<file path="src/rtl/fetch_decode_unit.sv">
`default_nettype none
// ============================================================================
// Module      : fetch_decode_unit
// Description : Program-counter owner and front end of the single-cycle
//               datapath. Fetches one 32-bit instruction at a time over a
//               variable-latency req/ack memory handshake, decodes ADDI, ADD
//               and BNE into datapath control fields and resolves BNE with
//               the datapath equality flag to select the next PC.
// Ports       : clk, rst           - clock, asynchronous active-high reset
//               imem_req/addr      - fetch request and address (= pc)
//               imem_ack/rdata     - fetch completion and instruction word
//               stall              - hold the executing instruction
//               eq_in              - datapath equality flag (BNE resolution)
//               pc, instr_valid    - current instruction address / execute
//               rs1, rs2, rd       - register indices (6-bit)
//               reg_write, imm_op, alu_src, alu_ctrl - datapath controls
//               illegal            - one-cycle pulse on retire of a bad
//                                    opcode or misaligned branch target
// Revision    : 1.0 - initial release
// ============================================================================
module fetch_decode_unit #(
    parameter logic [31:0] RESET_PC = 32'h0000_0000
) (
    input  logic        clk,
    input  logic        rst,
    output logic        imem_req,
    output logic [31:0] imem_addr,
    input  logic        imem_ack,
    input  logic [31:0] imem_rdata,
    input  logic        stall,
    input  logic        eq_in,
    output logic [31:0] pc,
    output logic        instr_valid,
    output logic [5:0]  rs1,
    output logic [5:0]  rs2,
    output logic [5:0]  rd,
    output logic        reg_write,
    output logic [31:0] imm_op,
    output logic        alu_src,
    output logic        alu_ctrl,
    output logic        illegal
);

    localparam logic [6:0] c_OP_IMM    = 7'b0010011;
    localparam logic [6:0] c_OP_REG    = 7'b0110011;
    localparam logic [6:0] c_OP_BRANCH = 7'b1100011;

    typedef enum logic [1:0] {
        S_IDLE  = 2'd0,
        S_FETCH = 2'd1,
        S_EXEC  = 2'd2
    } state_t;

    state_t      r_state;
    logic [31:0] r_pc;
    logic [31:0] r_instr;
    logic        r_imem_req;
    logic        r_instr_valid;

    // ------------------------------------------------------------------
    // Decode of the instruction register
    // ------------------------------------------------------------------
    logic [6:0]  w_opcode;
    logic [2:0]  w_f3;
    logic [6:0]  w_f7;
    logic        w_is_addi;
    logic        w_is_add;
    logic        w_is_bne;
    logic [31:0] w_imm_i;
    logic [31:0] w_imm_b;

    assign w_opcode  = r_instr[6:0];
    assign w_f3      = r_instr[14:12];
    assign w_f7      = r_instr[31:25];
    assign w_is_addi = (w_opcode == c_OP_IMM)    && (w_f3 == 3'b000);
    assign w_is_add  = (w_opcode == c_OP_REG)    && (w_f3 == 3'b000) && (w_f7 == 7'b0000000);
    assign w_is_bne  = (w_opcode == c_OP_BRANCH) && (w_f3 == 3'b001);
    assign w_imm_i   = {{20{r_instr[31]}}, r_instr[31:20]};
    assign w_imm_b   = {{19{r_instr[31]}}, r_instr[31], r_instr[7],
                        r_instr[30:25], r_instr[11:8], 1'b0};

    logic [5:0]  w_rs1;
    logic [5:0]  w_rs2;
    logic [5:0]  w_rd;
    logic        w_reg_write;
    logic [31:0] w_imm;
    logic        w_alu_src;
    logic        w_alu_ctrl;
    logic        w_legal;

    always_comb begin
        w_rs1       = 6'd0;
        w_rs2       = 6'd0;
        w_rd        = 6'd0;
        w_reg_write = 1'b0;
        w_imm       = 32'd0;
        w_alu_src   = 1'b0;
        w_alu_ctrl  = 1'b0;
        w_legal     = 1'b1;
        if (w_is_addi) begin
            w_rs1       = {1'b0, r_instr[19:15]};
            w_rd        = {1'b0, r_instr[11:7]};
            w_reg_write = 1'b1;
            w_imm       = w_imm_i;
            w_alu_src   = 1'b1;
        end else if (w_is_add) begin
            w_rs1       = {1'b0, r_instr[19:15]};
            w_rs2       = {1'b0, r_instr[24:20]};
            w_rd        = {1'b0, r_instr[11:7]};
            w_reg_write = 1'b1;
        end else if (w_is_bne) begin
            w_rs1       = {1'b0, r_instr[19:15]};
            w_rs2       = {1'b0, r_instr[24:20]};
            w_imm       = w_imm_b;
            w_alu_ctrl  = 1'b1;
        end else begin
            w_legal     = 1'b0;
        end
    end

    // ------------------------------------------------------------------
    // Next-PC selection; a taken branch to a non-word-aligned target is
    // flagged and replaced by the sequential fall-through address.
    // ------------------------------------------------------------------
    logic [31:0] w_target;
    logic        w_taken;
    logic        w_misaligned;
    logic [31:0] w_pc_next;
    logic        w_retire;

    assign w_target     = r_pc + w_imm_b;
    assign w_taken      = w_is_bne && !eq_in;
    assign w_misaligned = w_taken && w_target[1];
    assign w_pc_next    = (w_taken && !w_target[1]) ? w_target : (r_pc + 32'd4);
    assign w_retire     = (r_state == S_EXEC) && !stall;

    // ------------------------------------------------------------------
    // Control FSM with registered handshake/valid outputs
    // ------------------------------------------------------------------
    always_ff @(posedge clk or posedge rst) begin
        if (rst) begin
            r_state       <= S_IDLE;
            r_pc          <= RESET_PC;
            r_instr       <= 32'd0;
            r_imem_req    <= 1'b0;
            r_instr_valid <= 1'b0;
        end else begin
            case (r_state)
                S_IDLE: begin
                    r_state    <= S_FETCH;
                    r_imem_req <= 1'b1;
                end
                S_FETCH: begin
                    if (imem_ack) begin
                        r_instr       <= imem_rdata;
                        r_state       <= S_EXEC;
                        r_imem_req    <= 1'b0;
                        r_instr_valid <= 1'b1;
                    end
                end
                S_EXEC: begin
                    if (!stall) begin
                        r_pc          <= w_pc_next;
                        r_state       <= S_FETCH;
                        r_imem_req    <= 1'b1;
                        r_instr_valid <= 1'b0;
                    end
                end
                default: begin
                    r_state       <= S_IDLE;
                    r_imem_req    <= 1'b0;
                    r_instr_valid <= 1'b0;
                end
            endcase
        end
    end

    // ------------------------------------------------------------------
    // Outputs; decoded fields are forced to zero outside EXEC
    // ------------------------------------------------------------------
    assign imem_req    = r_imem_req;
    assign imem_addr   = r_pc;
    assign pc          = r_pc;
    assign instr_valid = r_instr_valid;
    assign rs1         = r_instr_valid ? w_rs1 : 6'd0;
    assign rs2         = r_instr_valid ? w_rs2 : 6'd0;
    assign rd          = r_instr_valid ? w_rd  : 6'd0;
    assign reg_write   = r_instr_valid && w_reg_write;
    assign imm_op      = r_instr_valid ? w_imm : 32'd0;
    assign alu_src     = r_instr_valid && w_alu_src;
    assign alu_ctrl    = r_instr_valid && w_alu_ctrl;
    // Only on the retiring cycle, so a stalled instruction pulses once.
    assign illegal     = w_retire && (!w_legal || w_misaligned);

endmodule
`default_nettype wire
</file>
<file path="config.mk">
export PLATFORM = sky130hd
export DESIGN_NAME = fetch_decode_unit
export DESIGN_NICKNAME = d
export VERILOG_FILES = /design/src/rtl/fetch_decode_unit.sv
export SDC_FILE = /design/constraint.sdc
export NUM_CORES = 1
export LEC_CHECK = 0
export ABC_CLOCK_PERIOD_IN_PS = 3420
export BUFFER_PORTS_ARGS = -buffer_cell sky130_fd_sc_hd__clkbuf_2
export CORE_MARGIN = 2
export CORE_UTILIZATION = 40
export DETAILED_ROUTE_END_ITERATION = 7
export GPL_ROUTABILITY_DRIVEN = 0
export SYNTH_ARGS = -nofsm -noshare
export SYNTH_HDL_FRONTEND = slang
export SYNTH_SLANG_ARGS = --single-unit
</file>
<file path="constraint.sdc">
create_clock -name clk -period 3.42 [get_ports clk]
set_input_delay 0.171 -clock clk [delete_from_list [all_inputs] [get_ports clk]]
set_output_delay 0.171 -clock clk [all_outputs]
set_load 0.1 [all_outputs]
</file>
==> impl_metrics.py <==
metrics = {
    "global_routing": {
        "globalRouteTotalUtil_pct": 21.9,
        "grt_pass1_vias": 5144,
        "antenna_found_initial": 0,
        "grt_pass1_wl_um": 26300,
        "overflow": 0,
        "grt_start_max_net_pins": 47,
    },
    "clocking": {
        "cts_hold_buf": 0,
        "cts_buffers": 9,
        "path_clk_slew_ns": 0.06,
        "cts_sinks": 67,
        "cts_root_buf": "clkbuf_16",
        "clkLatencyLatePin_ns": 0.34,
        "cts_max_level": 3,
        "cts_tree": "yes",
        "post-cts-setup-buffers": 0,
        "cts_buffer_depth": 2,
    },
    "sta": {
        "fin_ws_ns": 0.359,
        "max_freq_mhz": 327,
        "fin_tns_setup_ns": 0,
        "hold_violations": 0,
        "finalClockSkew_ns": 0.00562,
        "slew_violations": 0,
        "fin_crit_sh_pct": 89.5,
        "holdWs_ns": 0.0559,
        "rsz0062_at_grt": "false",
        "slew_headroom_pct": 29.2,
        "worstMarginPinSlew_ns": 1.06,
        "finalSetupViolations": 0,
        "timing.final.crit_period_ns": 3.06,
    },
    "placed_design": {
        "io_buffers": 151,
        "hpwl_um": 12200,
        "dp_slack_ns": 0.395,
        "dp.cells": 937,
    },
    "synthesis": {
        "synth_warnings": 0,
        "ys_seq_elements": 67,
        "syn_avg_cell_area_sq_um": 8.48,
        "synth_area_sq_um": 5680,
        "ys.flop_type": "dfrtp_1",
        "ys_seq_area_share_pct": 29.5,
        "synth_edf_count": 0,
        "syn_inst": 670,
        "async_flop_share_pct": 100,
        "ys_types": 80,
    },
    "power": {
        "p_clk_share_pct": 21.2,
        "p_sw_share_pct": 46.9,
        "pwr-share-seq_pct": 27.4,
        "switching_power_uw": 2290,
        "p_int_uw": 2590,
        "cellLeakagePower_uw": 0.00320,
        "pwr-share-comb_pct": 51.4,
        "vdd_drop_max_mv": 0.488,
        "p_per_area_nw_per_um2": 735,
    },
    "critical_path": {
        "cp.arrival_ns": 2.89,
        "crit_cells": 8,
        "endpoint_kind": "output pin",
        "path_buf_inv": 3,
        "cpPeakStageDelay_ns": 0.65,
        "reg2regPathDepth": 9,
        "cpMostUsedCell": "buf_4",
        "cp_max_fo": 19,
        "r2r_start": "r_instr[31]",
        "critical_path_class": "reg -> out",
        "critPathLaunchType": "register",
        "slowest_stage": "dfrtp_1",
        "r2r_end": "imem_addr[26]",
        "crit_path_cell_trace": "buf_4 > nor4_1 > nand2_1 > a21oi_1 > buf_4 > or2_2 > and3_1 > clkbuf_2",
        "critPathTopFamily": "buffers and inverters",
        "cp.required_ns": 3.25,
        "startpoint": "r_instr[31]",
        "reg2reg_slack_ns": 0.36,
    },
    "floorplanning": {
        "core_sq_um": 13900,
        "die_area_sq_um": 15200,
        "die-height_um": 123,
        "pin_count": 157,
        "std_cell_rows": 43,
        "start_util_pct": 41.0,
        "die_w_um": 123,
    },
    "min_path": {
        "holdPathEnd": "r_instr[5]",
        "min_from": "imem_rdata[5]",
        "holdCritPathClass": "in -> reg",
        "hold_path_depth": 2,
    },
    "drt": {
        "routed_wl_um": 16300,
        "avgViaCountPerCell": 5.73,
        "wire_per_inst_um": 17.1,
        "ant_nets": 0,
        "drtIter0Drc": 322,
        "vias": 5459,
        "drt_first_pass_iters": 5,
        "drcViolationCount": 0,
    },
    "finish": {
        "fillCellCount": 1354,
        "layout-area-overhead-vs-synth_pct": 16.8,
        "sequential_cell_area_sq_um": 1680,
        "n_antenna_cell": 0,
        "fin_nets": 837,
        "drive_above_1_share_pct": 32.2,
        "multi_input_area_sq_um": 3470,
        "stdcell_count": 953,
        "final_util_pct": 47.8,
    },
    "status": {
        "status": "finished, final reports clean",
    },
    "flow_run": {
        "cap_violations": 0,
    },
}
## cells in the mapped netlist (3+ instances only)
cell type	count	area share, %
dfrtp_1	67	29
a21oi_1	62	5.5
buf_4	55	7.3
nor2_1	50	3.3
nand2_1	44	2.9
o21ai_0	39	3.4
mux2_2	32	6.3
ha_1	31	6.8
inv_1	24	1.6
and3_1	22	2.4
nand3_1	19	1.7
clkbuf_1	17	1.1
nor3_1	17	1.5
and2_1	12	1.3
xnor2_1	12	1.8
a21o_1	10	1.3
nor2b_1	9	0.99
nand4_1	8	0.88
o211ai_1	8	1.1
o22ai_1	8	0.88
buf_2	7	0.62
nor4_1	7	0.77
a31oi_1	6	0.66
o21a_1	6	0.79
or2_2	6	0.66
a22o_1	5	0.77
xor2_1	5	0.77
a211o_1	4	0.62
a22oi_1	4	0.53
mux2i_1	4	0.70
or3_1	4	0.44
a211oi_1	3	0.40
a221oi_1	3	0.46
and4_1	3	0.46
## per-stage QoR
stage | instance area (sq um) | total power, uW
floorplan | 5740 | 3340
global placement | 6310 | 3780
detailed placement | 6310 | 3830
CTS | 6630 | 4880
global route | 6640 | 5200
finish | 6640 | 4880
## worst max path at each step
stage                               end  slack [ns]
after global routing      imem_addr[26]        0.09
after floorplan              imm_op[13]       -0.06
final                            rs1[0]        0.36
after global placement    imem_addr[23]        0.45
after CTS                        rs2[4]        0.18
after detailed placement  imem_addr[26]        0.39
## registers in the layout (all words and copies together) (netlist names)
signal / cells
r_instr: 32
imem_addr: 31
r_state: 2
imem_req: 1
instr_valid: 1
## power by group through the flow
stage          sequential [uW]  combinational, uW  clock (uW)
6_report                  1340               2510        1030
4_1_cts                   1340               2490        1050
3_3_place_gp              1330               2450           0
2_1_floorplan             1490               1850           0
3_5_place_dp              1350               2480           0
5_1_grt                   1380               2740        1080
## routing by layer
layer	GRT usage (%)	share of wire [%]	vias up
met1	29.6	44	2612
li1	-	-	2610
met5	0	0	-
met4	7.53	1.9	0
met3	4.06	7.2	23
met2	35.2	47	214
## cell families after synthesis
family / Yosys count / synth area share, %
compound gates: 191 / 22.4
xor+xnor: 17 / 2.62
fa+ha+maj: 32 / 7.18
buf+inv: 105 / 10.7
flops: 67 / 29.5
mux: 36 / 7.04
other cells: 1 / 0.0660
simple gates: 221 / 20.4
## timing repair
action / 4_1_cts / 5_1_grt
endpoints found under the setup margin: 0 / 1
endpoints found under the hold margin: 0 / 0
resized for setup: 0 / 1
## placed cells by master (no fill, tap or decap), types with 3 or more instances in the layout
cell       Yosys  layout
dfrtp_1       67      66
xnor2_1       12      12
mux2i_1        4       4
o211ai_1       8       8
nand4_1        8       8
nand2_1       44      44
and4_1         3       3
a221oi_1       3       3
nor2_2         2       3
mux2_2        32      32
clkinv_4       0       3
a21o_1        10      10
clkbuf_2       1     151
nor3_1        17      15
xor2_1         5       5
a22oi_1        4       4
a211o_1        4       4
nor3_4         1       3
clkbuf_16      0       9
buf_4         55      13
o21ai_0       39      39
nor4_1         7       7
o22ai_1        8       8
a21oi_1       62      62
nand3_1       19      19
and3_1        22      22
or3_1          4       4
nor2b_2        0       6
or2_2          6       6
a211oi_1       3       3
and2_1        12      12
conb_1         1       5
a22o_1         5       5
a31oi_1        6       6
nor2_1        50      48
ha_1          31      31
inv_1         24      23
o21a_1         6       6
## layout make-up
type	count	share of cell area (%)
sequential	67	25.3
tap	180	3.39
clock buffer	9	3.39
clock inverter	7	1.51
multi-input combinational	502	52.2
inverter	24	1.36
timing repair buffer	164	12.9
No activity file was read; power rests on OpenSTA's default activity.
